File: src/rtl/blink_multi.sv
// Multi-channel LED blinker: a shared prescaler tick drives per-channel
// OFF/ON/BLINK/ONESHOT engines, programmed through a write-only config port.
module blink_multi #(
  parameter int NCH   = 4,
  parameter int CBITS = 30,
  parameter int PBITS = 4
) (
  input  logic                                  clk,
  input  logic                                  rst,
  input  logic                                  cfg_valid,
  input  logic [((NCH > 1) ? $clog2(NCH) : 1)-1:0] cfg_ch,
  input  logic [1:0]                            cfg_mode,
  input  logic [CBITS-1:0]                      cfg_half,
  output logic                                  cfg_err,
  output logic [NCH-1:0]                        led,
  output logic [NCH-1:0]                        flg,
  output logic [NCH-1:0]                        active
);

  localparam int CHW = (NCH > 1) ? $clog2(NCH) : 1;
  localparam logic [CHW:0] NCH_V = (CHW + 1)'(NCH);

  typedef enum logic [1:0] {
    M_OFF     = 2'd0,
    M_ON      = 2'd1,
    M_BLINK   = 2'd2,
    M_ONESHOT = 2'd3
  } mode_t;

  mode_t            mode [NCH];
  logic [CBITS-1:0] half [NCH];
  logic [CBITS-1:0] cnt  [NCH];

  logic           tick;
  logic           ch_ok;
  logic [NCH-1:0] wr_sel;

  // PBITS=0 has no prescaler register at all: every cycle is a tick.
  generate
    if (PBITS == 0) begin : g_nopre
      assign tick = 1'b1;
    end else begin : g_pre
      logic [PBITS-1:0] pre;
      always_ff @(posedge clk or negedge rst) begin
        if (!rst) pre <= '0;
        else      pre <= pre + PBITS'(1);
      end
      assign tick = &pre;
    end
  endgenerate

  assign ch_ok  = ({1'b0, cfg_ch} < NCH_V);
  assign wr_sel = (cfg_valid && ch_ok) ? (NCH'(1) << cfg_ch) : '0;

  always_ff @(posedge clk or negedge rst) begin
    if (!rst) begin
      cfg_err <= 1'b0;
      led     <= '0;
      flg     <= '0;
      for (int i = 0; i < NCH; i++) begin
        mode[i] <= M_OFF;
        half[i] <= '0;
        cnt[i]  <= '0;
      end
    end else begin
      cfg_err <= cfg_valid && !ch_ok;
      for (int i = 0; i < NCH; i++) begin
        flg[i] <= 1'b0;
        // A write to this channel takes priority over a coincident tick.
        if (wr_sel[i]) begin
          mode[i] <= mode_t'(cfg_mode);
          half[i] <= cfg_half;
          cnt[i]  <= cfg_half;
          led[i]  <= (cfg_mode != 2'd0);
        end else if (tick) begin
          case (mode[i])
            M_BLINK: begin
              if (cnt[i] == '0) begin
                cnt[i] <= half[i];
                led[i] <= ~led[i];
                flg[i] <= 1'b1;
              end else begin
                cnt[i] <= cnt[i] - CBITS'(1);
              end
            end
            M_ONESHOT: begin
              if (cnt[i] == '0) begin
                led[i]  <= 1'b0;
                flg[i]  <= 1'b1;
                mode[i] <= M_OFF;
              end else begin
                cnt[i] <= cnt[i] - CBITS'(1);
              end
            end
            default: ;
          endcase
        end
      end
    end
  end

  always_comb begin
    active = '0;
    for (int i = 0; i < NCH; i++) active[i] = (mode[i] != M_OFF);
  end

endmodule

File: config.mk
export PLATFORM = sky130hd
export DESIGN_NAME = blink_multi
export DESIGN_NICKNAME = d
export VERILOG_FILES = /design/src/rtl/blink_multi.sv
export SDC_FILE = /design/constraint.sdc
export NUM_CORES = 1
export LEC_CHECK = 0
export CORE_MARGIN = 4
export CORE_UTILIZATION = 57
export DETAILED_ROUTE_END_ITERATION = 16
export PLACE_DENSITY = 0.78
export RECOVER_POWER = 50
export REMOVE_ABC_BUFFERS = 1
export SETUP_SLACK_MARGIN = 0.4
export SLEW_MARGIN = 10
export SYNTH_ARGS = -nofsm -noshare
export SYNTH_HDL_FRONTEND = slang
export SYNTH_SLANG_ARGS = --single-unit
export TNS_END_PERCENT = 50
File: constraint.sdc
create_clock -name clk -period 3.4 [get_ports clk]
set_input_delay 0.85 -clock clk [delete_from_list [all_inputs] [get_ports clk]]
set_output_delay 0.85 -clock clk [all_outputs]
set_load 0.02 [all_outputs]
==> run_results.csv <==
group,metric,value,unit
pwr,power.leakage,0.00687,uW
logic_synthesis,synthesis.area_per_instance,8.44,um2
flow_run,max_cap_violation_count,1,
sta,final.setup.worst_slack,0.391,ns
critical_path,rr_endpoint,"cnt[93]",
critical_path,worst_r2r_startpoint,"cnt[90]",
route,detail-route-antenna-nets,0,
global_route,grt_start_max_net_pins,68,
critical_path,setup.worst_path.end_class,"flip-flop",
floorplanning,core-area,0.0237,mm2
global_route,groute.usage.overall,31.8,%
sta,finalHoldViolations,0,
route,initial_drt_markers,1590,
pwr,vdd_ir_max,0.449,mV
cts,clock_insertion_delay_worst_skew,0.55,ns
route,num_vias,13268,
route,via_per_inst,6.56,
cts,tritoncts.num_buffers,28,
logic_synthesis,postSynth.topFlopCell,"dfrtp_1",
placement,placedInstanceArea,0.0149,mm2
min_path,worstHoldStart,"g_pre.pre[0]",
min_path,worst_hold_path.num_cells,1,
sta,timing.slew.headroom,-24.5,%
min_path,hp-class,"flip-flop to flip-flop",
floorplanning,dieArea,0.0269,mm2
placement,dpl_worst_slack,0.349,ns
pwr,power_density,581,mW/mm2
route,drcViolationCount,0,
run_status,violations,"capacitance limit, slew limit",
logic_synthesis,synth_area,0.0139,mm2
cts,clock_tree.root_cell,"clkbuf_16",
route,firstDrtPassIters,6,
sta,timing.fmax,332,MHz
floorplanning,die_y,164,um
critical_path,timing_worst_setup_path_type,"flip-flop to flip-flop",
floorplanning,core.rowCount,56,
sta,final_period_minus_worst_setup_slack,3.01,ns
layout,final_nets,1724,
route,drt_wl_total,42400,um
route,drt-wirelength-per-cell,20.9,um
logic_synthesis,synth_common_cells,"399 x nand2_1, 260 x dfrtp_1, 127 x nor2_1, 92 x o21ai_0, 81 x a21oi_1",
floorplanning,start_util,58.6,%
sta,drv_slew,65,
global_route,grt_first_pass_wirelength,68000,um
layout,final_layout_size_suffix_gt1_share,8.16,%
critical_path,worst-endpoint-arrival,3.45,ns
logic_synthesis,netlist.top_cell.by_area,"dfrtp_1",
sta,rsz0062_at_grt,"true",
cts,clock_sink_count,260,
cts,cts-root-to-sink-buffers,3,
logic_synthesis,synth.most_common_cell,"nand2_1",
placement,detailed_place_hpwl,27600,um
logic_synthesis,synth.top_cells.by_area,"dfrtp_1 47%, nand2_1 11%, nor2_1 3.4%",
logic_synthesis,post-synth-top-area-fraction,46.9,%
placement,place.gp.congestion,0.902,
logic_synthesis,synth.lib_cells_used.distinct,78,
critical_path,cp.required,3.84,ns
critical_path,r2r_setup_slack,0.39,ns
logic_synthesis,yosysSeqAreaShare,46.9,%
critical_path,timing.critical_path.from_type,"flip-flop",
global_route,number_of_antenna_violations_at_the_first_check_in_global_routing,3,
min_path,hold-path-endpoint,"g_pre.pre[0]",
logic_synthesis,synth.yosys.warnings,0,
sta,hold-worst-slack,0.460,ns
critical_path,worst-path-max-fanout,7,
layout,area_growth_syn_to_layout,14.5,%
floorplanning,pin_count,50,
logic_synthesis,yosys_register_bits,260,
cts,tritoncts,"built",
run_status,outcome,"complete, but fails checks",
critical_path,r2r.worst_path.cells,9,
sta,finClkSkew,0.00973,ns
global_route,grt_pass1_vias,12693,
cts,cts.clk_slew.worst_paths,0.06,ns
sta,tightest_slew,1.87,ns
sta,finalSetupViolCount,0,
logic_synthesis,count_of_flip_flops_with_a_built_in_enable_after_synthesis,0,
sta,timing.final.crit_share,88.5,%
global_route,grt.overflow.total,0,
floorplanning,width_of_the_chip,164,um
layout,final_area,0.0159,mm2
layout,nFillCells,1956,
placement,numPortBuffers,48,
logic_synthesis,postSynthCellCount,1645,
logic_synthesis,asyncSetResetFlopFracSynth,100,%
cts,cts.htree.levels,1,
[report_power, final]
group / total, uW / internal (uW) / switching [uW]
clock: 3400 / 2100 / 1300
combinational: 1650 / 688 / 966
sequential: 4180 / 3630 / 555
total: 9240 / 6420 / 2820
[worst max-delay path by stage]
stage | startpoint | to | slack, ns | depth (start not counted)
global route | rst | cnt[51] | 0.18 | 2
floorplan | cfg_ch[1] | cnt[110] | -1.68 | 4
CTS | cnt[90] | cnt[93] | 0.47 | 9
detailed placement | cfg_ch[0] | cnt[114] | 0.35 | 6
finish | cnt[90] | cnt[93] | 0.39 | 9
global placement | cfg_ch[0] | cnt[114] | 0.40 | 6
[worst max-delay path, cell delays in order (launching register included)]
cell and delay, ns:
dfrtp_1 0.40, inv_1 0.08, ha_1 0.22, or4b_1 0.58, nor4_1 0.30, nand4_1 0.30
a21oi_1 0.54, buf_4 0.24, a21oi_1 0.04, o22a_1 0.19
[kinds of logic (layout without fill, tap and decap cells)]
group	Yosys count	in the layout	synth area share, %
flip-flops	260	260	46.9
adder cells (fa/ha/maj)	5	5	0.451
other	1	2	0.0270
multiplexers	18	18	1.31
AO/OA/AOI/OAI	382	382	18.1
AND/OR/NAND/NOR	832	832	28.3
XOR/XNOR	23	23	1.45
buffers and inverters	124	183	3.53
[state kept, by name (all words and copies together), names as in the netlist]
signal,cells
led,4
flg,4
half,120
cnt,120
mode,8
g_pre.pre,4
[per-layer routing]
metal	wire, um	global-route usage (%)	part of all wire (%)	vias up
li1	-	-	-	6037
met1	17400	44.5	41	6392
met2	18700	48.0	44	704
met3	4140	6.22	9.8	133
met4	2130	14.7	5.0	2
met5	13	0	0.031	-
[placed cells by master, fill, tap and decap left out, types with 6 or more instances in the layout]
master / count
a211oi_1: 11
a21o_1: 10
a21oi_1: 81
a2bb2oi_1: 7
a31oi_1: 39
and2_1: 11
and3_1: 6
and4_1: 6
buf_12: 6
buf_4: 42
bufinv_16: 6
clkbuf_1: 8
clkbuf_16: 29
clkdlybuf4s50_1: 46
dfrtp_1: 260
inv_1: 32
mux2i_1: 17
nand2_1: 399
nand3_1: 54
nand4_1: 33
nand4b_1: 7
nor2_1: 126
nor3_1: 52
nor4_1: 36
o2111ai_1: 9
o211ai_1: 41
o21ai_0: 92
o311ai_0: 10
o31ai_1: 17
o41ai_1: 10
or2_2: 13
or3_1: 26
or4_1: 26
xnor2_1: 12
xor2_1: 11
[final cells by class]
class	count	area, um2	share of cell area [%]
tap	319	399	2.51
clock buffer	39	803	5.05
inverter	32	120	0.756
sequential	260	6510	40.9
timing repair buffer	99	930	5.85
multi-input combinational	1261	6910	43.5
clock inverter	13	223	1.40
antenna	1	2.50	0.0157
[what timing repair did]
item                                    4_1_cts  5_1_grt
buffers inserted                              0        1
resized for setup                             0        2
endpoints found under the setup margin        0       45
hold buffers                                  0        0
[per-stage QoR]
step | total power (uW) | setup TNS (ns) | cells | utilization, %
after global placement | 5740 | 0 | 1970 | 62.8
after CTS | 9220 | 0 | 2022 | 67.1
after global routing | 9650 | 0 | 2023 | 67.1
after floorplan | 5160 | -66.02 | 1553 | -
after detailed placement | 5820 | 0 | 1970 | 62.8
final | 9240 | 0 | 2024 | 67.1
No activity file was read; power rests on OpenSTA's default activity.
